--- config.mk ---
export PLATFORM = sky130hd
export DESIGN_NAME = pipeline_hazard_ctrl
export DESIGN_NICKNAME = d
export VERILOG_FILES = /design/src/rtl/pipeline_pkg.sv /design/src/rtl/fwd_select.sv /design/src/rtl/pipeline_hazard_ctrl.sv
export SDC_FILE = /design/constraint.sdc
export NUM_CORES = 1
export LEC_CHECK = 0
export CAP_MARGIN = 20
export CORE_MARGIN = 2
export CORE_UTILIZATION = 34
export DETAILED_ROUTE_END_ITERATION = 16
export MAX_ROUTING_LAYER = met4
export PLACE_DENSITY = 0.69
export SYNTH_ARGS = -nofsm -noshare
export SYNTH_HDL_FRONTEND = slang
export SYNTH_SLANG_ARGS = --single-unit
--- constraint.sdc ---
create_clock -name clk -period 2.9 [get_ports clk]
set_input_delay 0.29 -clock clk [delete_from_list [all_inputs] [get_ports clk]]
set_output_delay 0.29 -clock clk [all_outputs]
set_load 0.01 [all_outputs]
--- src/rtl/pipeline_pkg.sv ---
// Shared types and constants for the pipeline hazard controller.
package pipeline_pkg;

    typedef enum logic [1:0] {
        RUN     = 2'b00,
        MEMWAIT = 2'b01,
        ERROR   = 2'b10
    } hz_state_t;

    localparam logic [1:0] FWD_NONE = 2'b00;
    localparam logic [1:0] FWD_W    = 2'b01;
    localparam logic [1:0] FWD_M    = 2'b10;

    // Per-stage hold/bubble enables driven to the stage registers.
    typedef struct packed {
        logic stall_f;
        logic stall_d;
        logic stall_e;
        logic stall_m;
        logic flush_d;
        logic flush_e;
    } hz_ctrl_t;

endpackage

--- src/rtl/fwd_select.sv ---
// Forwarding select for one execute-stage operand; the memory stage wins over writeback.
module fwd_select
    import pipeline_pkg::*;
#(
    parameter int unsigned REGISTER_ADDRESS_WIDTH = 5
) (
    input  logic [REGISTER_ADDRESS_WIDTH-1:0] rsE,
    input  logic [REGISTER_ADDRESS_WIDTH-1:0] AD3M,
    input  logic                              regWriteM,
    input  logic [REGISTER_ADDRESS_WIDTH-1:0] AD3W,
    input  logic                              regWriteW,
    output logic [1:0]                        fwd
);

    logic hit_m;
    logic hit_w;

    // x0 is hard-wired to zero, so a match on it never forwards.
    always_comb begin
        hit_m = regWriteM && (AD3M == rsE) && (rsE != '0);
        hit_w = regWriteW && (AD3W == rsE) && (rsE != '0);
        if (hit_m) begin
            fwd = FWD_M;
        end else if (hit_w) begin
            fwd = FWD_W;
        end else begin
            fwd = FWD_NONE;
        end
    end

endmodule

--- src/rtl/pipeline_hazard_ctrl.sv ---
// Stall/flush/forward controller for the 5-stage pipe, with memory-wait FSM and perf counters.
module pipeline_hazard_ctrl
    import pipeline_pkg::*;
#(
    parameter int unsigned REGISTER_ADDRESS_WIDTH = 5,
    parameter int unsigned MEM_TIMEOUT            = 15,
    parameter int unsigned CNT_WIDTH              = 16
) (
    input  logic                              clk,
    input  logic                              rst,
    input  logic [REGISTER_ADDRESS_WIDTH-1:0] rs1D_i,
    input  logic [REGISTER_ADDRESS_WIDTH-1:0] rs2D_i,
    input  logic [REGISTER_ADDRESS_WIDTH-1:0] rs1E_i,
    input  logic [REGISTER_ADDRESS_WIDTH-1:0] rs2E_i,
    input  logic [REGISTER_ADDRESS_WIDTH-1:0] AD3E_i,
    input  logic                              regWriteE_i,
    input  logic                              resultSrcE_i,
    input  logic [REGISTER_ADDRESS_WIDTH-1:0] AD3M_i,
    input  logic                              regWriteM_i,
    input  logic [REGISTER_ADDRESS_WIDTH-1:0] AD3W_i,
    input  logic                              regWriteW_i,
    input  logic                              branchTakenE_i,
    input  logic                              JALRE_i,
    input  logic                              memReqM_i,
    input  logic                              memReadyM_i,
    output logic                              stallF_o,
    output logic                              stallD_o,
    output logic                              stallE_o,
    output logic                              stallM_o,
    output logic                              flushD_o,
    output logic                              flushE_o,
    output logic [1:0]                        fwdAE_o,
    output logic [1:0]                        fwdBE_o,
    output logic                              busy_o,
    output logic                              timeout_o,
    output logic [CNT_WIDTH-1:0]              stallCnt_o,
    output logic [CNT_WIDTH-1:0]              flushCnt_o
);

    // waitCnt only ever holds 1..MEM_TIMEOUT-1; the step that would reach MEM_TIMEOUT traps.
    localparam int unsigned       WAIT_W    = (MEM_TIMEOUT > 1) ? $clog2(MEM_TIMEOUT) : 1;
    localparam logic [WAIT_W-1:0] WAIT_ONE  = WAIT_W'(1);
    localparam logic [WAIT_W-1:0] WAIT_LAST = WAIT_W'(MEM_TIMEOUT - 1);

    hz_state_t            state_q;
    logic [WAIT_W-1:0]    wait_cnt_q;
    logic                 timeout_q;
    logic [CNT_WIDTH-1:0] stall_cnt_q;
    logic [CNT_WIDTH-1:0] flush_cnt_q;

    logic [1:0] fwd_a;
    logic [1:0] fwd_b;
    logic       hit1_d;
    logic       hit2_d;
    logic       lu;
    logic       ct;
    logic       mem_hold;
    hz_ctrl_t   ctrl;

    fwd_select #(
        .REGISTER_ADDRESS_WIDTH(REGISTER_ADDRESS_WIDTH)
    ) u_fwd_a (
        .rsE      (rs1E_i),
        .AD3M     (AD3M_i),
        .regWriteM(regWriteM_i),
        .AD3W     (AD3W_i),
        .regWriteW(regWriteW_i),
        .fwd      (fwd_a)
    );

    fwd_select #(
        .REGISTER_ADDRESS_WIDTH(REGISTER_ADDRESS_WIDTH)
    ) u_fwd_b (
        .rsE      (rs2E_i),
        .AD3M     (AD3M_i),
        .regWriteM(regWriteM_i),
        .AD3W     (AD3W_i),
        .regWriteW(regWriteW_i),
        .fwd      (fwd_b)
    );

    always_comb begin
        hit1_d = (AD3E_i == rs1D_i) && (rs1D_i != '0);
        hit2_d = (AD3E_i == rs2D_i) && (rs2D_i != '0);
        lu     = resultSrcE_i && regWriteE_i && (hit1_d || hit2_d);
        ct     = branchTakenE_i || JALRE_i;

        // A ready response in MEMWAIT releases the pipe in the same cycle, so a branch
        // held in E is allowed to flush on that release cycle.
        unique case (state_q)
            RUN:     mem_hold = memReqM_i && !memReadyM_i;
            MEMWAIT: mem_hold = !memReadyM_i;
            default: mem_hold = 1'b1;
        endcase

        ctrl = '0;
        if (rst) begin
            ctrl = '0;
        end else if (mem_hold) begin
            ctrl.stall_f = 1'b1;
            ctrl.stall_d = 1'b1;
            ctrl.stall_e = 1'b1;
            ctrl.stall_m = 1'b1;
        end else if (ct) begin
            ctrl.flush_d = 1'b1;
            ctrl.flush_e = 1'b1;
        end else if (lu) begin
            ctrl.stall_f = 1'b1;
            ctrl.stall_d = 1'b1;
            ctrl.flush_e = 1'b1;
        end
    end

    assign stallF_o   = ctrl.stall_f;
    assign stallD_o   = ctrl.stall_d;
    assign stallE_o   = ctrl.stall_e;
    assign stallM_o   = ctrl.stall_m;
    assign flushD_o   = ctrl.flush_d;
    assign flushE_o   = ctrl.flush_e;
    assign fwdAE_o    = rst ? FWD_NONE : fwd_a;
    assign fwdBE_o    = rst ? FWD_NONE : fwd_b;
    assign busy_o     = (state_q == MEMWAIT);
    assign timeout_o  = timeout_q;
    assign stallCnt_o = stall_cnt_q;
    assign flushCnt_o = flush_cnt_q;

    always_ff @(posedge clk or posedge rst) begin
        if (rst) begin
            state_q    <= RUN;
            wait_cnt_q <= '0;
            timeout_q  <= 1'b0;
        end else begin
            unique case (state_q)
                RUN: begin
                    if (memReqM_i && !memReadyM_i) begin
                        state_q    <= MEMWAIT;
                        wait_cnt_q <= WAIT_ONE;
                    end
                end
                MEMWAIT: begin
                    if (memReadyM_i) begin
                        state_q    <= RUN;
                        wait_cnt_q <= '0;
                    end else if (wait_cnt_q >= WAIT_LAST) begin
                        state_q   <= ERROR;
                        timeout_q <= 1'b1;
                    end else begin
                        wait_cnt_q <= wait_cnt_q + WAIT_ONE;
                    end
                end
                default: begin
                    timeout_q <= 1'b1;
                end
            endcase
        end
    end

    // Only control hazards assert flushD, so it marks exactly the flushes taken.
    always_ff @(posedge clk or posedge rst) begin
        if (rst) begin
            stall_cnt_q <= '0;
            flush_cnt_q <= '0;
        end else begin
            if (ctrl.stall_f && (stall_cnt_q != '1)) begin
                stall_cnt_q <= stall_cnt_q + CNT_WIDTH'(1);
            end
            if (ctrl.flush_d && (flush_cnt_q != '1)) begin
                flush_cnt_q <= flush_cnt_q + CNT_WIDTH'(1);
            end
        end
    end

endmodule

# Word level (Yosys, flattened, before mapping)
# Cells that the tools add are included.
[word_totals]
reg_bits = 39
input_bits = 45
out_inout_bits = 44
wordCells = 78
[classes]
addsub = 3
n_lt_le_gt_ge = 1
eq_ne = 14
n_mux = 27
bitwise = 1
n_reduce_logical = 27
[op_table]
columns = ["cell", "n"]
rows = [
  ["16-bit by 1-bit adder with 16-bit output (second input constant)", 2],
  ["16-bit inequality test (second input constant)", 2],
  ["5-bit == test", 6],
  ["2-bit two-way mux", 12],
  ["5-bit nonzero test", 4],
  ["1-bit logical AND", 15],
  ["4-bit two-way mux", 3],
  ["3-bit AND reduction", 3],
  ["4-bit one-hot mux with 2 select lines", 1],
  ["1-bit two-way mux", 7],
  ["6-bit two-way mux", 1],
  ["4-bit by 1-bit adder with 4-bit output (second input constant)", 1],
  ["4-bit >= comparator (second input constant)", 1],
  ["2-bit inequality test (second input constant)", 2],
  ["1-bit one-hot mux with 2 select lines", 2],
  ["2-bit one-hot mux with 2 select lines", 1],
  ["3-bit by 2-bit inequality test with 1-bit output (second input constant)", 1],
  ["3-bit inequality test (second input constant)", 1],
  ["2-bit by 1-bit == test with 1-bit output (second input constant)", 1],
  ["2-bit logical NOT", 1],
  ["1-bit logical OR", 2],
  ["2-bit by 1-bit inequality test with 1-bit output (second input constant)", 1],
  ["2-bit nonzero test", 1],
  ["1-bit logical NOT", 1],
  ["1-bit inverter", 1],
]

# Longest topological paths before layout
[depth]
depth_word = 9
ltp_mapped = 8
mapped_depth_nobuf = 8

# Hierarchy
# A second synthesis with hierarchy kept.
[unflattened]
cells_unflattened = 249
hier_area_um2 = 2379.8
[by_module_without_submodules]
columns = ["module", "instances", "cells_each", "area_per_inst_um2", "seq_area_each_um2"]
rows = [
  ["pipeline_hazard_ctrl", 1, 211, 2087.0, 975.9],
  ["fwd_select", 2, 19, 146.4, 0.0],
]

# Worst setup path after synthesis
# OpenSTA, ideal clock, no wires.
[synth_timing]
kind = "input-to-reg"
startpoint = "input port rst"
endpoint = "register flush_cnt_q[14] (netlist: flushCnt_o[14])"
setup_ns = 0.129
arrival_ns = 2.166
required_ns = 2.771
slack_ns = 0.605
cell_stages = 6
path_buffers = 0
path_cell_list = "inv_1 > and3_1 > o21a_1 > and3_2 > nand3_1 > xnor2_1"
[synth_via]
elab_chain_cells = 2
[synth_rtl]
columns = ["element", "line_no", "text"]
rows = [
  ["from (decl)", "pipeline_hazard_ctrl.sv:10", "input logic rst,"],
  ["6-bit two-way mux", "pipeline_hazard_ctrl.sv:97", "if (rst) begin"],
  ["via flushD_o", "pipeline_hazard_ctrl.sv:30", "output logic flushD_o,"],
  ["1-bit logical AND", "pipeline_hazard_ctrl.sv:167", "if (ctrl.flush_d && (flush_cnt_q != '1)) begin"],
  ["to (signal assigned)", "pipeline_hazard_ctrl.sv:168", "flush_cnt_q <= flush_cnt_q + CNT_WIDTH'(1);"],
  ["to (decl)", "pipeline_hazard_ctrl.sv:49", "logic [CNT_WIDTH-1:0] flush_cnt_q;"],
]
# The timed path passes the listed nets, and every way through them passes these cells.
# A chain may end at the register's enable or synchronous reset.

# Worst setup path in the final report
[layout_timing]
startpoint = "input port rs1E_i[1]"
endpoint = "output port fwdAE_o[0]"
[layout_via]
elab_chain_cells = 6
[layout_rtl]
columns = ["element", "line_no", "text"]
rows = [
  ["from (decl)", "pipeline_hazard_ctrl.sv:13", "input logic [REGISTER_ADDRESS_WIDTH-1:0] rs1E_i,"],
  ["5-bit == test", "fwd_select.sv:21", "hit_w = regWriteW && (AD3W == rsE) && (rsE != '0);"],
  ["1-bit logical AND (2 in series)", "fwd_select.sv:21", ""],
  ["1-bit two-way mux", "fwd_select.sv:24", "end else if (hit_w) begin"],
  ["2-bit two-way mux *", "fwd_select.sv:22", "if (hit_m) begin"],
  ["2-bit two-way mux *", "pipeline_hazard_ctrl.sv:120", "assign fwdAE_o = rst ? FWD_NONE : fwd_a;"],
  ["to (decl)", "pipeline_hazard_ctrl.sv:32", "output logic [1:0] fwdAE_o,"],
]
# Every way passes the cells marked *; elsewhere a longest branch is shown, timed or not.

==> out/metrics.csv <==
metric,value,unit
leakage power,1.39,nW
reg-to-reg startpoint,stallCnt_o[0],
Synth top cells by count,"dfrtp_1 (39), xnor2_1 (36), xor2_1 (21)",
TritonRoute pass-1 iters,4,
status,completed,
root buf cell,clkbuf_8,
Power Density,399,nW/um2
CTS tree,done,
area share of the largest cell type after synthesis,42.3,%
required time worst endpoint,2.61,ns
P&R area growth vs syn,45.6,%
Synth Flop Type,dfrtp_1,
RSZ-0062 raised after global routing,no,
number of flops mapped to enable cells by yosys,0,
"area leader, netlist",dfrtp_1,
synthesized area per cell,9.98,um2
die height,86.4,um
FP Rows,30,
library cells used by synthesis,42,
number of hold buffers added after CTS,0,
Syn Inst Count,231,
post-CTS sizing,0,
DR WL/cell,13.9,um
final cell count without fillers,406,
FF-to-FF End,stallCnt_o[1],
Fin. Hold Viols,0,
via density per instance,5.09,
GR Util All Layers,16.3,%
synthesized net count,280,
fin. max-slew vios,0,
clock period minus worst slack,2.66,ns
Netlist Area Pre-Place,2310,um2
ANT cells,0,
post-DP HPWL,4.41,mm
critical path type,in -> out,
crit share post-route,91.9,%
Synth Warn #,0,
Setup TNS Final,0,ns
via count,2067,
final antenna-violating net count,0,
Final Skew,0.00469,ns
Fill cells,646,
startpoint class of the critical path,primary input,
Layout Nets,374,
"Max FO, Critical Path",4,
first-pass GRT wire length,9.54,mm
Inserted Clock Buffers,5,
clk sinks,39,
CORE AREA,6680,um2
Worst VDD drop,332,uV
placed cells,398,
PortBufs,88,
Setup crit end,fwdAE_o[0],
DRC viols,0,
final setup violating endpoints,0,
fraction of layout instances using a drive strength above 1,5.52,%
Max Fclk,375,MHz
Synth area leaders,"dfrtp_1 (42%), xnor2_1 (14%), xor2_1 (8.0%)",
maxcap violations,0,
most common cell in the netlist,dfrtp_1,
number of H-tree levels,2,
Starting DRT DRC Count,63,
DIE WIDTH,86.4,um
flop-to-flop setup slack,1.02,ns
"Seq/Total Area, Yosys",42.3,%
Max-slew headroom,67.2,%
post-CTS setup buffers,0,
Post-Route WL,5.66,mm
R2R cell count,7,
vias in the first global route,2069,
# IOs,89,
kind of end point of the critical path,output pin,
largest net degree at the start of global routing,40,
Critical path origin,rs1E_i[1],
worst skew pair latency,0.28,ns
asr flop ratio synth,100,%
initial antenna violation count,0,
Starting Density,34.5,%
die area,7460,um2
CP arrival,2.37,ns
count of state elements after synthesis,39,
Hold WS,0.471,ns
Clock Path Buffers,2,
Worst Tran Pin Value,0.492,ns
routability cong.,0.821,
Min-Delay Path Class,reg -> reg,
GRT Residual Overflow,0,
total power,1.34,mW
"Reg clk slew, reported paths",0.07,ns
-- power breakdown --
group          switching (mW)  internal [mW]  total, mW
sequential             0.0510          0.591      0.642
combinational           0.141          0.211      0.352
clock                   0.178          0.169      0.347
total                   0.370          0.970       1.34
-- worst min path at each step --
| stage | start | slack, ns | to | cells past startpoint |
|---|---|---|---|---|
| after detailed placement | timeout_o | 0.46 | timeout_o | 1 |
| after CTS | timeout_o | 0.48 | timeout_o | 1 |
| final | timeout_o | 0.47 | timeout_o | 1 |
| after floorplan | memReadyM_i | 0.40 | state_q[1] | 1 |
| after global placement | timeout_o | 0.46 | timeout_o | 1 |
| after global routing | timeout_o | 0.50 | timeout_o | 1 |
-- through the flow --
stage | utilization, % | worst slack (ns) | cell area, um2
5_1_grt | 50.2 | 0.0170 | 3360
3_3_place_gp | 49.0 | 0.244 | 3280
6_report | 50.2 | 0.235 | 3360
3_5_place_dp | 49.0 | 0.250 | 3280
2_1_floorplan | - | 0.605 | 2310
4_1_cts | 50.2 | 0.231 | 3360
-- flip-flops by register name, indices dropped and copies added, names as in the netlist --
signal      cells
flushCnt_o     16
timeout_o       1
stallCnt_o     16
wait_cnt_q      4
state_q         2
-- layout make-up --
type	count	area, um2	share of cell area [%]
clock inverters	1	5.00	0.149
well taps	80	100	2.98
clock buffers	7	76.3	2.27
flip-flops and latches	39	976	29.1
inverters	10	37.5	1.12
multi-input cells	179	1270	37.7
repair buffers	90	896	26.7
-- kinds of logic after synthesis --
group	synth area share, %
compound gates	8.09
xor+xnor	21.6
flops	42.3
buf+inv	2.77
fa+ha+maj	2.17
simple gates	21.9
mux	1.14
-- layer usage --
metal | GRT usage, % | vias up | wire length (um)
li1 | - | 1006 | -
met1 | 21.9 | 977 | 2640
met2 | 25.1 | 78 | 2550
met3 | 3.33 | 6 | 415
met4 | 4.26 | 0 | 57
met5 | - | - | 0
-- worst max-delay path, stage by stage --
cell and delay (ns):
clkdlybuf4s50_1 0.47, or4_1 0.55, nor2_1 0.14, nor4_1 0.09, nor4_1 0.25, clkdlybuf4s50_1 0.59
-- cell usage in the layout, fill, tap and decap left out, drive strengths merged, types with 10 or more instances in the layout --
cell / instances
clkdlybuf4s50: 88
dfrtp: 39
xnor2: 36
xor2: 21
nand2: 15
nand3: 14
nand4: 13
nor2: 11
inv: 10
and3: 10
(Power assumes the default switching activity.)
